### src/rtl/srrc_sym_slicer_pkg.sv
// Shared symbol codes, FSM states and saturation helper for the 4-ASK symbol slicer.
package srrc_sym_slicer_pkg;

  localparam int DW = 18;

  localparam logic [1:0] SYM_M3 = 2'b00;
  localparam logic [1:0] SYM_M1 = 2'b01;
  localparam logic [1:0] SYM_P1 = 2'b10;
  localparam logic [1:0] SYM_P3 = 2'b11;

  localparam logic signed [DW-1:0] ERR_MAX = {1'b0, {(DW-1){1'b1}}};
  localparam logic signed [DW-1:0] ERR_MIN = {1'b1, {(DW-1){1'b0}}};

  typedef enum logic {
    ST_ACQ   = 1'b0,
    ST_TRACK = 1'b1
  } state_t;

  // Clamp a (DW+2)-bit signed difference into DW-bit signed range.
  function automatic logic signed [DW-1:0] sat_dw(input logic signed [DW+1:0] v);
    if ((v[DW+1:DW-1] == 3'b000) || (v[DW+1:DW-1] == 3'b111)) return v[DW-1:0];
    else if (v[DW+1]) return ERR_MIN;
    else return ERR_MAX;
  endfunction

endpackage

### src/rtl/srrc_sym_slicer_mag_avg.sv
// Reference tracker: accumulates |x| over 2^LOG2_AVG captures and publishes the mean.
// o_window_done is a same-cycle pulse on the capture that closes a window.
import srrc_sym_slicer_pkg::*;

module srrc_sym_slicer_mag_avg #(
  parameter int              LOG2_AVG = 4,
  parameter logic [DW-1:0]   INIT_REF = 18'd32768
) (
  input  logic                 i_clk,
  input  logic                 i_reset,
  input  logic                 i_capture,
  input  logic signed [DW-1:0] i_x,
  output logic        [DW-1:0] o_ref,
  output logic                 o_window_done
);

  localparam int AW = DW + LOG2_AVG;

  logic [AW-1:0]       r_acc;
  logic [LOG2_AVG-1:0] r_cnt;
  logic [DW-1:0]       r_ref;
  logic [DW-1:0]       w_mag;
  logic [AW-1:0]       w_sum;

  // |-2^17| maps to 2^17, which still fits an 18-bit unsigned magnitude.
  assign w_mag         = i_x[DW-1] ? (~i_x + 18'd1) : i_x;
  assign w_sum         = r_acc + AW'(w_mag);
  assign o_window_done = i_capture && (r_cnt == '1);
  assign o_ref         = r_ref;

  // Window accumulation and reference update on the closing capture.
  always_ff @(posedge i_clk) begin
    if (!i_reset) begin
      r_acc <= '0;
      r_cnt <= '0;
      r_ref <= INIT_REF;
    end else if (i_capture) begin
      if (o_window_done) begin
        r_ref <= w_sum[AW-1:LOG2_AVG];
        r_acc <= '0;
        r_cnt <= '0;
      end else begin
        r_acc <= w_sum;
        r_cnt <= r_cnt + 1'b1;
      end
    end
  end

endmodule

### src/rtl/srrc_sym_slicer.sv
// Symbol-rate sampler and 4-ASK slicer with adaptive reference.
// Optional macro SLICER_MER_EN adds a windowed slicer-error power accumulator.
import srrc_sym_slicer_pkg::*;

module srrc_sym_slicer #(
  parameter logic [1:0]             SAMPLE_PHASE = 2'd0,
  parameter int                     LOG2_AVG     = 4,
  parameter logic signed [DW-1:0]   INIT_REF     = 18'sd32768
) (
  input  logic                 i_sys_clk,
  input  logic                 i_reset,
  input  logic                 i_sam_clk_en,
  input  logic                 i_sym_clk_en,
  input  logic signed [DW-1:0] i_rx_in,
  output logic                 o_sym_valid,
  output logic [1:0]           o_sym_code,
  output logic signed [DW-1:0] o_sym_level,
  output logic signed [DW-1:0] o_slc_err,
  output logic signed [DW-1:0] o_ref_level,
  output logic                 o_locked,
  output logic [2*DW-1:0]      o_err_pow
);

  logic [1:0]             r_phase;
  logic [1:0]             w_idx;
  logic                   w_capture;
  logic [DW-1:0]          w_ref;
  logic                   w_window_done;
  state_t                 r_state, w_state_nxt;

  logic signed [DW+1:0]   w_x, w_r, w_half, w_outer, w_level, w_err;
  logic [1:0]             w_code;
  logic signed [DW-1:0]   w_err_sat;

  // Index of the sample arriving this cycle: 0 on the symbol enable, else previous + 1.
  assign w_idx     = i_sym_clk_en ? 2'd0 : (r_phase + 2'd1);
  assign w_capture = (i_sym_clk_en || i_sam_clk_en) && (w_idx == SAMPLE_PHASE);

  // Sample phase counter.
  always_ff @(posedge i_sys_clk) begin
    if (!i_reset)          r_phase <= 2'd0;
    else if (i_sym_clk_en) r_phase <= 2'd0;
    else if (i_sam_clk_en) r_phase <= r_phase + 2'd1;
  end

  srrc_sym_slicer_mag_avg #(
    .LOG2_AVG (LOG2_AVG),
    .INIT_REF (INIT_REF)
  ) u_mag_avg (
    .i_clk         (i_sys_clk),
    .i_reset       (i_reset),
    .i_capture     (w_capture),
    .i_x           (i_rx_in),
    .o_ref         (w_ref),
    .o_window_done (w_window_done)
  );

  assign o_ref_level = w_ref;

  // Decision, level and error against the reference in force before this capture.
  always_comb begin
    w_x     = {{2{i_rx_in[DW-1]}}, i_rx_in};
    w_r     = {2'b00, w_ref};
    w_half  = {3'b000, w_ref[DW-1:1]};
    w_outer = w_r + w_half;
    w_code  = SYM_P1;
    w_level = w_half;
    if (w_x >= w_r) begin
      w_code  = SYM_P3;
      w_level = w_outer;
    end else if (w_x >= 20'sd0) begin
      w_code  = SYM_P1;
      w_level = w_half;
    end else if (w_x >= -w_r) begin
      w_code  = SYM_M1;
      w_level = -w_half;
    end else begin
      w_code  = SYM_M3;
      w_level = -w_outer;
    end
    w_err     = w_x - w_level;
    w_err_sat = sat_dw(w_err);
  end

  // FSM state register.
  always_ff @(posedge i_sys_clk) begin
    if (!i_reset) r_state <= ST_ACQ;
    else          r_state <= w_state_nxt;
  end

  // FSM next state: first completed window locks for good.
  always_comb begin
    w_state_nxt = r_state;
    if ((r_state == ST_ACQ) && w_window_done) w_state_nxt = ST_TRACK;
  end

  assign o_locked = (r_state == ST_TRACK);

  // Decision output registers, updated one cycle after capture.
  always_ff @(posedge i_sys_clk) begin
    if (!i_reset) begin
      o_sym_valid <= 1'b0;
      o_sym_code  <= SYM_P1;
      o_sym_level <= '0;
      o_slc_err   <= '0;
    end else begin
      o_sym_valid <= w_capture;
      if (w_capture) begin
        o_sym_code  <= w_code;
        o_sym_level <= w_level[DW-1:0];
        o_slc_err   <= w_err_sat;
      end
    end
  end

`ifdef SLICER_MER_EN
  logic signed [2*DW-1:0] w_sq;
  logic [2*DW:0]          w_mer_sum;
  logic [2*DW-1:0]        w_mer_sat;
  logic [2*DW-1:0]        r_mer_acc;
  logic [2*DW-1:0]        r_err_pow;

  assign w_sq      = w_err_sat * w_err_sat;
  assign w_mer_sum = {1'b0, r_mer_acc} + {1'b0, w_sq};
  assign w_mer_sat = w_mer_sum[2*DW] ? '1 : w_mer_sum[2*DW-1:0];
  assign o_err_pow = r_err_pow;

  // Saturating error-power accumulation, published at window end.
  always_ff @(posedge i_sys_clk) begin
    if (!i_reset) begin
      r_mer_acc <= '0;
      r_err_pow <= '0;
    end else if (w_capture) begin
      if (w_window_done) begin
        r_err_pow <= w_mer_sat;
        r_mer_acc <= '0;
      end else begin
        r_mer_acc <= w_mer_sat;
      end
    end
  end
`else
  assign o_err_pow = '0;
`endif

endmodule
### config.mk
export PLATFORM = sky130hd
export DESIGN_NAME = srrc_sym_slicer
export DESIGN_NICKNAME = d
export VERILOG_FILES = /design/src/rtl/srrc_sym_slicer_pkg.sv /design/src/rtl/srrc_sym_slicer_mag_avg.sv /design/src/rtl/srrc_sym_slicer.sv
export SDC_FILE = /design/constraint.sdc
export NUM_CORES = 1
export LEC_CHECK = 0
export BUFFER_PORTS_ARGS = -buffer_cell sky130_fd_sc_hd__buf_2
export CAP_MARGIN = 20
export CORE_ASPECT_RATIO = 0.75
export CORE_MARGIN = 2
export CORE_UTILIZATION = 31
export DETAILED_ROUTE_END_ITERATION = 10
export GPL_TIMING_DRIVEN = 0
export PLACE_DENSITY_LB_ADDON = 0.05
export SYNTH_ARGS = -nofsm -noshare
export SYNTH_HDL_FRONTEND = slang
export SYNTH_HIERARCHICAL = 1
export SYNTH_SLANG_ARGS = --single-unit
### constraint.sdc
create_clock -name i_sys_clk -period 6.81 [get_ports i_sys_clk]
set_input_delay 1.362 -clock i_sys_clk [delete_from_list [all_inputs] [get_ports i_sys_clk]]
set_output_delay 1.362 -clock i_sys_clk [all_outputs]
set_load 0.005 [all_outputs]
==> reports/summary.log <==
[critical_path] kind of start point of the critical path primary input
[global_routing] global-route wire length before repair 52800 um
[critical_path] worst-path maximum fanout 15
[global_routing] GRT overflow 0
[die] Die Y-Extent 156 um
[synthesis] Cells after Synth 1210
[die] die width 207 um
[status] run status complete, no violations
[clocking] worst skew pair latency 360 ps
[synthesis] portion of netlist area occupied by mux cells 0.00419
[sta] hold violation total from the final report 0
[sta] total negative slack 0 ps
[power_and_ir_drop] maximum resistive drop on vdd 0.102 mV
[global_routing] global-route total usage across every layer 0.216
[drt] initial drt markers 796
[place] count of port buffers added during placement 79
[sta] maximum clock frequency 151 MHz
[synthesis] top flip-flop cell by instance count after synthesis dfxtp_1
[clocking] clk root buf clkbuf_16
[die] IO Pins 116
[critical_path] dominant cell type by count on the critical path o21a_1
[sta] Slew HR 0.337
[run] Max-cap violations 0
[min_path] Min-Delay Path Depth 2
[synthesis] simple-gate share of the synthesized area 0.215
[sta] actual transition at the worst max-transition pin 990 ps
[drt] vias per inst 5.30
[finish] share of cells above drive strength 1 0.225
[finish] area growth from synthesis to layout 22.4%
[critical_path] required time of the critical path 7060 ps
[critical_path] Crit Reg-Reg Endpoint o_slc_err[7]$_SDFFE_PN0P_
[critical_path] Worst Setup Path Type primary input to flop
[clocking] hold_buf cts 0
[critical_path] cell type of the slowest stage on the worst timing path a21oi_1
[finish] commonest non-fill, non-tap cells in the layout nor2_1 (107), ha_1 (104), nand2_1 (87), buf_2 (79), buf_4 (78)
[drt] vias 9410
[global_routing] initial antenna violation count 1
[critical_path] r2r startpoint u_mag_avg/o_ref[2]$_SDFFE_PN0P_
[min_path] type of the worst min-delay path flop to flop
[drt] first-pass detailed-route iteration total 5
[clocking] clock transition at the registers of the reported paths 70 ps
[finish] final-stage net count 1508
[min_path] hold worst-path end o_sym_level[11]$_SDFFE_PN0P_
[synthesis] post-synthesis xor/xnor area fraction 0.0851
[synthesis] fraction of registers with async set/reset 0
[drt] DR WL/cell 19.7 um
[global_routing] largest net degree at the start of global routing 15
[clocking] CTS buffer count 9
[global_routing] via count of the first global-routing pass 8659
[synthesis] post-synthesis cell area 9560 um^2
[sta] Final Cycle Share 0.975
[critical_path] worst reg-to-reg setup slack 310 ps
[synthesis] Synth Area in Compound Gates 0.283
[drt] Post-Route WL 35000 um
[place] placed wire-length estimate after detailed placement 27800 um
[synthesis] average footprint of a synthesized cell 7.90 um^2
[die] effective utilization at floorplan 0.316
[power_and_ir_drop] static leakage power 4.95 nW
[sta] post-layout min period 6640 ps
[synthesis] synthesized flop and latch total 86
[clocking] total number of H-tree levels 3
[die] Total Die Area 32300 um^2
[sta] final worst clock skew 11.3 ps
[place] final weighted congestion of routability-driven global placement 0.901
[synthesis] warnings from Yosys 6
[clocking] Num Clock Sinks 86
[critical_path] largest incremental delay on the critical path 460 ps
[drt] number of DRC violations after detailed routing 0
[clocking] Longest Clk Path Bufs 2
[critical_path] crit path DAT 6890 ps
[synthesis] share of the yosys chip area belonging to registers 0.180
[die] Core ar. 30300 um^2
[critical_path] critical path startpoint i_rx_in[17]
[synthesis] dominant combinational cell family by area after synthesis compound AO/OA/AOI/OAI gates
[synthesis] Adder-Cell Fraction of Synth Area 0.159
[min_path] startpoint of the lowest-slack hold path o_sym_level[11]$_SDFFE_PN0P_
[synthesis] post-synthesis cell type count 103
[synthesis] number of enable flip-flop cells after synthesis 0
[finish] most common library cell in the layout ignoring fill and taps nor2_1
[sta] final max-slew violation count 0
[drt] remaining antenna violation count 0
[clocking] CTS tree yes
[critical_path] Worst Reg2Reg Path Length in Cells 32
[power_and_ir_drop] total power 1.80 mW
[power_and_ir_drop] power per cell area 154 nW/um^2
[die] # rows 55
[critical_path] kind of capture point of the worst setup path flop
[sta] final setup vio count 0
[cells by family (layout without fill, tap and decap cells)]
family                     after synthesis  count (layout)
AOI/OAI and AO/OA                      366             367
xor gates and xnor gates                92              92
adders and majority gates              121             121
buffers and inverters                  137             267
DFF                                     86              86
muxes                                    4               4
other                                    1              37
and+or+nand+nor                        403             403
[synthesized netlist by cell type, types with 7 or more instances]
| master | n | share of area |
|---|---|---|
| a211oi_1 | 22 | 0.017 |
| a21boi_0 | 7 | 0.0055 |
| a21o_1 | 18 | 0.014 |
| a21oi_1 | 68 | 0.036 |
| a22o_1 | 19 | 0.017 |
| a31oi_1 | 19 | 0.012 |
| and2_1 | 20 | 0.013 |
| and3_1 | 11 | 0.0072 |
| and4_1 | 9 | 0.0082 |
| buf_4 | 38 | 0.030 |
| clkbuf_1 | 34 | 0.013 |
| dfxtp_1 | 86 | 0.18 |
| ha_1 | 111 | 0.15 |
| inv_1 | 53 | 0.021 |
| nand2_1 | 89 | 0.035 |
| nand2b_1 | 17 | 0.011 |
| nand3_1 | 38 | 0.020 |
| nand4_1 | 10 | 0.0065 |
| nor2_1 | 108 | 0.042 |
| nor2b_1 | 14 | 0.0092 |
| nor3_1 | 31 | 0.016 |
| o2111ai_1 | 8 | 0.0073 |
| o21a_1 | 13 | 0.010 |
| o21ai_0 | 69 | 0.036 |
| o22ai_1 | 14 | 0.0092 |
| o2bb2ai_2 | 10 | 0.016 |
| o31ai_1 | 10 | 0.0079 |
| or3_1 | 9 | 0.0059 |
| xnor2_1 | 73 | 0.067 |
| xor2_1 | 18 | 0.016 |
[layer usage]
metal	vias up	share of wire	GRT usage
li1	4721	-	-
met1	4402	0.55	0.355
met2	256	0.38	0.289
met3	29	0.059	0.0334
met4	2	0.0098	0.0348
met5	-	0.00020	0
[worst max path at each step]
stage,end,slack [ps],depth (start not counted)
detailed placement,o_slc_err[15]$_SDFFE_PN0P_,-2050,23
global placement,o_slc_err[7]$_SDFFE_PN0P_,-2040,23
CTS,o_slc_err[5]$_SDFFE_PN0P_,2,24
finish,o_slc_err[7]$_SDFFE_PN0P_,170,26
floorplan,o_slc_err[10]$_SDFFE_PN0P_,90,27
global route,o_slc_err[14]$_SDFFE_PN0P_,-60,31
[through the flow]
stage | hold slack, ps | util | area [um^2] | instances | setup slack (ps)
2_1_floorplan | 432 | - | 9690 | 1245 | 92.8
3_3_place_gp | 439 | 0.350 | 10600 | 1723 | -2040
3_5_place_dp | 445 | 0.350 | 10600 | 1724 | -2050
4_1_cts | 454 | 0.372 | 11300 | 1752 | 1.54
5_1_grt | 483 | 0.386 | 11700 | 1775 | -63.0
6_report | 449 | 0.386 | 11700 | 1776 | 170
[where the power goes]
| group | leakage [nW] | switching (mW) | internal, mW |
|---|---|---|---|
| registers | 0.714 | 0.0298 | 0.551 |
| logic | 4.11 | 0.415 | 0.314 |
| clock network | 0.131 | 0.224 | 0.265 |
| total | 4.95 | 0.668 | 1.13 |
[sequential cells by signal (all words and copies together), names as in the netlist]
name             cells
o_locked             1
o_slc_err           18
o_sym_code           2
o_sym_level         18
o_sym_valid          1
r_phase              2
u_mag_avg/o_ref     18
u_mag_avg/r_acc     22
u_mag_avg/r_cnt      4
[area by class of cell]
| type | instances | area, um^2 |
|---|---|---|
| Clock buffer | 12 | 256 |
| Sequential cell | 86 | 1750 |
| Fill cell | 3218 | 18600 |
| Timing Repair Buffer | 121 | 746 |
| Clock inverter | 3 | 20.0 |
| Antenna cell | 1 | 2.50 |
| Multi-Input combinational cell | 1023 | 7680 |
| Tap cell | 399 | 499 |
| Inverter | 55 | 226 |
| Buffer | 76 | 515 |
[worst max-delay path: cells and delay by family]
| family | cells | cell delay (ps) |
|---|---|---|
| compound gates | 15 | 3190 |
| fa+ha+maj | 2 | 550 |
| simple gates | 3 | 480 |
| buf+inv | 6 | 1290 |
[what timing repair did]
action                                  in CTS  in global routing
cloned                                       0                  2
gates resized for setup                     79                 51
endpoints found under the setup margin      18                 18
pin swaps                                   20                 27
setup buffers                               15                 25
endpoints found under the hold margin        0                  0
No activity file was read; power rests on OpenSTA's default activity.
